==> config.mk <==
export PLATFORM = sky130hd
export DESIGN_NAME = safe_obi_voter
export DESIGN_NICKNAME = d
export VERILOG_FILES = /design/src/rtl/safe_obi_voter.sv
export SDC_FILE = /design/constraint.sdc
export NUM_CORES = 1
export LEC_CHECK = 0
export CORE_AREA = 2 2 170 172
export CTS_CLUSTER_SIZE = 10
export DETAILED_ROUTE_END_ITERATION = 10
export DIE_AREA = 0 0 172 174
export PLACE_DENSITY = 0.75
export SYNTH_ARGS = -nofsm -noshare
export SYNTH_HDL_FRONTEND = slang
export SYNTH_SLANG_ARGS = --single-unit
==> constraint.sdc <==
create_clock -name clk_i -period 3 [get_ports clk_i]
set_clock_uncertainty 0.2 [all_clocks]
set_input_delay 0.3 -clock clk_i [delete_from_list [all_inputs] [get_ports clk_i]]
set_output_delay 0.3 -clock clk_i [all_outputs]
set_load 0.03 [all_outputs]
==> src/rtl/safe_obi_voter.sv <==
// -----------------------------------------------------------------------------
// safe_obi_voter
// OBI data-port voter sitting between the redundant harts of the safe CPU
// wrapper and the bus. Each transaction collects the requests of the harts
// that take part in the current mode, compares {we, be, addr, wdata} and
// either forwards one voted request to the bus or answers the harts with an
// error response. Disagreeing or late harts are flagged and counted.
//
// Ports
//   clk_i, rst_ni   clock, synchronous active-low reset
//   mode_i          0/3 = SINGLE (hart0), 1 = DMR (harts 0,1), 2 = TMR (0..2)
//   hart_req_i      per-hart OBI request
//   hart_resp_o     per-hart OBI response (gnt, rvalid, rdata)
//   bus_req_o       voted request toward the bus (registered)
//   bus_resp_i      bus response
//   clear_i         clears faulty_hart_o and err_cnt_o
//   mismatch_o      pulse in the cycle a compare failure is decided
//   timeout_o       pulse in the cycle the skew window expires
//   faulty_hart_o   sticky per-hart fault flags
//   err_cnt_o       saturating count of event cycles
//   intr_o          level interrupt, OR of the fault flags
// -----------------------------------------------------------------------------
package safe_obi_voter_pkg;
    typedef struct packed {
        logic        req;
        logic        we;
        logic [3:0]  be;
        logic [31:0] addr;
        logic [31:0] wdata;
    } obi_req_t;

    typedef struct packed {
        logic        gnt;
        logic        rvalid;
        logic [31:0] rdata;
    } obi_resp_t;
endpackage

module safe_obi_voter
    import safe_obi_voter_pkg::*;
#(
    parameter int unsigned NHARTS    = 3,
    parameter int unsigned SKEW_MAX  = 4,
    parameter int unsigned ERR_CNT_W = 8
) (
    input  logic                    clk_i,
    input  logic                    rst_ni,
    input  logic [1:0]              mode_i,
    input  obi_req_t  [NHARTS-1:0]  hart_req_i,
    output obi_resp_t [NHARTS-1:0]  hart_resp_o,
    output obi_req_t                bus_req_o,
    input  obi_resp_t               bus_resp_i,
    input  logic                    clear_i,
    output logic                    mismatch_o,
    output logic                    timeout_o,
    output logic [NHARTS-1:0]       faulty_hart_o,
    output logic [ERR_CNT_W-1:0]    err_cnt_o,
    output logic                    intr_o
);
    if (NHARTS < 3) begin : g_nharts_check
        $error("safe_obi_voter: NHARTS must be at least 3");
    end
    if (SKEW_MAX < 1 || SKEW_MAX > 255) begin : g_skew_check
        $error("safe_obi_voter: SKEW_MAX must be within 1..255");
    end

    typedef enum logic [2:0] {
        S_IDLE, S_COLLECT, S_ISSUE, S_WAIT_R, S_ERR_GNT, S_ERR_RESP
    } state_t;

    typedef struct packed {
        logic        we;
        logic [3:0]  be;
        logic [31:0] addr;
        logic [31:0] wdata;
    } fields_t;

    state_t               state_reg, state_next;
    logic [1:0]           mode_reg, mode_next;
    logic [7:0]           skew_reg, skew_next;
    logic [2:0]           served_reg, served_next;
    fields_t              voted_reg, voted_next;
    logic [NHARTS-1:0]    faulty_reg, faulty_next;
    logic [ERR_CNT_W-1:0] err_cnt_reg, err_cnt_next;

    fields_t           f [3];
    logic [2:0]        req_vec;
    logic [1:0]        eval_mode;
    logic [2:0]        active_mask, present;
    logic              eq01, eq02, eq12, pair_agree;
    logic              full_eval, skew_expired;
    logic              mismatch, timeout, event_hit;
    logic [2:0]        flag_set;
    logic [NHARTS-1:0] flag_ext;

    // Only harts 0..2 ever take part in a vote.
    for (genvar gi = 0; gi < 3; gi++) begin : g_fields
        assign f[gi]       = '{we: hart_req_i[gi].we, be: hart_req_i[gi].be,
                               addr: hart_req_i[gi].addr, wdata: hart_req_i[gi].wdata};
        assign req_vec[gi] = hart_req_i[gi].req;
    end

    // While idle the new transaction's mode is still on mode_i; once a
    // transaction has started, the latched copy rules.
    assign eval_mode = (state_reg == S_IDLE) ? mode_i : mode_reg;

    always_comb begin
        case (eval_mode)
            2'd1:    active_mask = 3'b011;
            2'd2:    active_mask = 3'b111;
            default: active_mask = 3'b001;
        endcase
    end

    assign present    = active_mask & req_vec;
    assign eq01       = (f[0] == f[1]);
    assign eq02       = (f[0] == f[2]);
    assign eq12       = (f[1] == f[2]);
    assign pair_agree = (present == 3'b011 && eq01) || (present == 3'b101 && eq02) ||
                        (present == 3'b110 && eq12);

    always_comb begin
        state_next   = state_reg;
        mode_next    = mode_reg;
        skew_next    = skew_reg;
        served_next  = served_reg;
        voted_next   = voted_reg;
        full_eval    = 1'b0;
        skew_expired = 1'b0;
        mismatch     = 1'b0;
        timeout      = 1'b0;
        flag_set     = 3'b000;

        case (state_reg)
            S_IDLE: begin
                if (|present) begin
                    mode_next  = mode_i;
                    skew_next  = '0;
                    state_next = S_COLLECT;
                    full_eval  = (present == active_mask);
                end
            end
            S_COLLECT: begin
                // skew_reg counts finished COLLECT cycles, so this cycle lies
                // skew_reg+1 cycles after the first request; a hart arriving
                // exactly SKEW_MAX cycles late is still accepted.
                if (present == active_mask) begin
                    full_eval = 1'b1;
                end else if (32'(skew_reg) + 32'd1 >= SKEW_MAX) begin
                    skew_expired = 1'b1;
                end else begin
                    skew_next = skew_reg + 8'd1;
                end
            end
            S_ISSUE:    if (bus_resp_i.gnt)    state_next = S_WAIT_R;
            S_WAIT_R:   if (bus_resp_i.rvalid) state_next = S_IDLE;
            S_ERR_GNT:  state_next = S_ERR_RESP;
            S_ERR_RESP: state_next = S_IDLE;
            default:    state_next = S_IDLE;
        endcase

        if (full_eval) begin
            case (eval_mode)
                2'd1: begin
                    served_next = 3'b011;
                    if (eq01) begin
                        state_next = S_ISSUE;
                        voted_next = f[0];
                    end else begin
                        mismatch   = 1'b1;
                        flag_set   = 3'b011;
                        state_next = S_ERR_GNT;
                    end
                end
                2'd2: begin
                    state_next = S_ISSUE;
                    if (eq01 && eq02) begin
                        served_next = 3'b111;
                        voted_next  = f[0];
                    end else if (eq01) begin
                        served_next = 3'b011;
                        voted_next  = f[0];
                        flag_set    = 3'b100;
                        mismatch    = 1'b1;
                    end else if (eq02) begin
                        served_next = 3'b101;
                        voted_next  = f[0];
                        flag_set    = 3'b010;
                        mismatch    = 1'b1;
                    end else if (eq12) begin
                        served_next = 3'b110;
                        voted_next  = f[1];
                        flag_set    = 3'b001;
                        mismatch    = 1'b1;
                    end else begin
                        served_next = 3'b111;
                        flag_set    = 3'b111;
                        mismatch    = 1'b1;
                        state_next  = S_ERR_GNT;
                    end
                end
                default: begin
                    state_next  = S_ISSUE;
                    served_next = 3'b001;
                    voted_next  = f[0];
                end
            endcase
        end else if (skew_expired) begin
            timeout     = 1'b1;
            flag_set    = active_mask & ~present;
            served_next = present;
            if (eval_mode == 2'd2 && pair_agree) begin
                state_next = S_ISSUE;
                voted_next = present[0] ? f[0] : f[1];
            end else begin
                state_next = S_ERR_GNT;
            end
        end
    end

    for (genvar gi = 0; gi < NHARTS; gi++) begin : g_flag_ext
        if (gi < 3) begin : g_vote
            assign flag_ext[gi] = flag_set[gi];
        end else begin : g_novote
            assign flag_ext[gi] = 1'b0;
        end
    end

    // A clear coinciding with an event keeps only what this cycle found.
    assign event_hit = mismatch | timeout;

    always_comb begin
        faulty_next  = faulty_reg | flag_ext;
        err_cnt_next = err_cnt_reg;
        if (clear_i) begin
            faulty_next  = flag_ext;
            err_cnt_next = event_hit ? ERR_CNT_W'(1) : '0;
        end else if (event_hit && err_cnt_reg != {ERR_CNT_W{1'b1}}) begin
            err_cnt_next = err_cnt_reg + ERR_CNT_W'(1);
        end
    end

    always_ff @(posedge clk_i) begin
        if (!rst_ni) begin
            state_reg   <= S_IDLE;
            mode_reg    <= 2'd0;
            skew_reg    <= '0;
            served_reg  <= '0;
            voted_reg   <= '0;
            faulty_reg  <= '0;
            err_cnt_reg <= '0;
        end else begin
            state_reg   <= state_next;
            mode_reg    <= mode_next;
            skew_reg    <= skew_next;
            served_reg  <= served_next;
            voted_reg   <= voted_next;
            faulty_reg  <= faulty_next;
            err_cnt_reg <= err_cnt_next;
        end
    end

    // The request is held exactly while ISSUE waits for the bus grant.
    assign bus_req_o.req   = (state_reg == S_ISSUE);
    assign bus_req_o.we    = voted_reg.we;
    assign bus_req_o.be    = voted_reg.be;
    assign bus_req_o.addr  = voted_reg.addr;
    assign bus_req_o.wdata = voted_reg.wdata;

    for (genvar gi = 0; gi < NHARTS; gi++) begin : g_resp
        if (gi < 3) begin : g_vote
            logic rv_bus;
            assign rv_bus = served_reg[gi] && state_reg == S_WAIT_R && bus_resp_i.rvalid;
            assign hart_resp_o[gi].gnt    = served_reg[gi] &&
                                            ((state_reg == S_ISSUE && bus_resp_i.gnt) ||
                                             state_reg == S_ERR_GNT);
            assign hart_resp_o[gi].rvalid = rv_bus || (served_reg[gi] && state_reg == S_ERR_RESP);
            assign hart_resp_o[gi].rdata  = rv_bus ? bus_resp_i.rdata : '0;
        end else begin : g_novote
            assign hart_resp_o[gi] = '0;
        end
    end

    assign mismatch_o    = mismatch;
    assign timeout_o     = timeout;
    assign faulty_hart_o = faulty_reg;
    assign err_cnt_o     = err_cnt_reg;
    assign intr_o        = |faulty_reg;
endmodule

==> out/qor.yml <==
status: "complete, but fails checks"
core_area_sq_um: 28240
power.total_w: 0.009470
dieArea_sq_um: 29930
ys_seq_area_share_pct: 24.37
final_cells: 1931
rows: 62
drc: 0
avgSynthCellArea_sq_um: 8.694
clock_latency_ns: 0.36
crit_fanout: 8
synth.area.mux_share_pct: 9.679
dr.pass1.iters: 6
die_h_um: 174
synth-xor-area-share_pct: 23.21
syn_area_sq_um: 7885
slew_viol_final: 0
die_x_um: 172
leakagePower_nw: 7.870
num-fill-cells: 2504
synth_top_area_share_pct: 24.37
synth-async-reset-ratio_pct: 0
worst_slew_pin_slew_ns: 0.5435
portBuffers: 434
rsz0062_at_grt: "true"
drive_above_1_share_pct: 33.03
floorplan.initialDensity_pct: 27.92
max_slew_margin_pct: 63.77
grt_pass1_vias: 9681
timing.final.crit_share_pct: 107.5
place_ws_ns: -0.6380
pin_count: 435
critPathKind: "reg -> reg"
largest_register_ffs: 69
synth_edf_count: 0
finalSetupViolCount: 72
cp.required_ns: 3.07
cts_buffer_depth: 2
fmax_mhz: 310.0
synth_nets: 1160
ys_types: 60
dp.cells: 1855
p_per_area_nw_per_um2: 594.4
ir_drop_uv: 394.9
grt.total_usage_pct: 28.10
synthTopCellsByArea: "dfxtp_1 24%, xnor2_1 21%, mux2i_1 9.4%, and2_1 8.8%, o211a_1 8.8%"
nets: 1780
synth_seq_cells: 96
synth_flop_cell: "dfxtp_1"
end_kind: "flop"
final_cell_mix: "252 x buf_4, 169 x clkdlybuf4s50_1, 135 x xnor2_1"
cts_buffers: 9
cts_root_buf: "clkbuf_16"
wl_per_cell_um: 23.18
synth_compound_area_share_pct: 14.25
holdCritPathClass: "in -> reg"
synth_top_family_by_area: "simple AND/OR/NAND/NOR gates"
postCtsHoldBufs: 0
clk_pin_slew_worst_paths_ns: 0.09
h-tree-depth: 3
grt_pass1_wl_um: 61510
hold_viol: 0
cts_tree: "done"
clock_sinks: 96
utilization_pct: 56.42
violations: "setup timing"
setup_slack_ns: -0.2258
synth-simple-area-share_pct: 23.47
place_congestion: 0.9690
synthAdderAreaFrac_pct: 0.6347
drt_iter0_markers: 508
hpwl_um: 35310
grt_max_degree: 45
worstPathArrival_ns: 3.30
vias: 9734
antenna_found_initial: 17
synth_area_leader_cell: "dfxtp_1"
maxCapViolations: 0
area_growth_pct: 102.0
mostFrequentLayoutCell: "buf_4"
period_needed_ns: 3.226
crit_path_start_kind: "flop"
final_antenna_net_count: 0
grt_overflow: 0
via_per_inst: 5.041
setup_tns_ns: -11.94
synth_cells: 907
ys_warn_count: 0
wl_um: 44770
worst max-delay path, stage by stage, from the launching register on:
cell,delay (ns)
dfxtp_2,0.34
nor3_4,0.27
mux2_4,0.35
inv_2,0.07
ha_4,0.19
or2_4,0.24
buf_6,0.12
and3_4,0.17
nor2_4,0.16
o2111ai_4,0.13
a22oi_2,0.20
buf_6,0.16
buf_12,0.17
buf_16,0.16
nand2_1,0.07
o211a_1,0.12
per-layer routing:
| layer | global-route usage, % | wire length [um] | part of all wire (%) |
|---|---|---|---|
| met5 | 0 | 31 | 0.069 |
| met4 | 15.51 | 2865 | 6.4 |
| met3 | 6.694 | 3327 | 7.4 |
| met2 | 51.64 | 22650 | 51 |
| met1 | 28.94 | 15890 | 35 |
synthesized netlist by cell type, types with 8 or more instances:
library cell  number
nor4_1            18
clkbuf_1          22
xnor2_1          187
mux2i_1           74
inv_1             10
o211a_1           69
xor2_1            22
nand4_1           46
nand2_1           88
and2_1           111
dfxtp_1           96
and3_1            10
nor3_1             8
nor2_1            17
buf_6             14
a21oi_1           14
nand3_1           14
buf_2              9
worst paths after layout:
check | from | end | slack [ns] | depth (start not counted)
hold reg to reg | served_reg[2]$_SDFFE_PN0P_ | served_reg[2]$_SDFFE_PN0P_ | 0.29 | 2
setup reg to reg | state_reg[2]$_SDFFE_PN0P_ | bus_req_o[50]$_SDFFE_PN0P_ | -0.23 | 15
setup / recovery | state_reg[2]$_SDFFE_PN0P_ | bus_req_o[50]$_SDFFE_PN0P_ | -0.23 | 15
hold / removal | rst_ni | served_reg[1]$_SDFFE_PN0P_ | 0.09 | 3
metrics by stage:
stage               cell area (sq um)  hold WS (ns)
finish                          15930       0.09475
global route                    15920        0.1046
CTS                             15190       0.09386
detailed placement              13910        0.2826
global placement                13910        0.2719
floorplan                        7965        0.2433
kinds of logic (layout without fill, tap and decap cells):
kind of cell | Yosys count | in the layout
buffers and inverters | 57 | 682
muxes | 76 | 76
xor gates and xnor gates | 209 | 209
and+or+nand+nor | 337 | 337
DFF | 96 | 96
adders and majority gates | 4 | 4
AOI/OAI and AO/OA | 128 | 128
other | 0 | 15
final cells by class:
type / count / area, sq um / area share, %
timing repair buffer: 656 / 6551 / 41.12
clock inverter: 6 / 52.55 / 0.3299
clock buffer: 10 / 229.0 / 1.437
inverter: 10 / 37.54 / 0.2356
sequential: 96 / 1927 / 12.10
antenna: 15 / 37.54 / 0.2356
tap: 384 / 480.5 / 3.016
multi-input combinational: 754 / 6615 / 41.53
report_power, final:
group	switching [W]	internal, W	total [W]
clock	0.000606	0.000577	0.00118
combinational	0.00322	0.00310	0.00632
sequential	0.000274	0.00169	0.00196
repair_timing:
item                       in CTS  in global routing
setup endpoints to repair      82                 93
buffers inserted               25                 12
pin swaps                      65                 78
resized for setup             234                168
gates cloned                   11                  5
No activity file was read; power rests on OpenSTA's default activity.
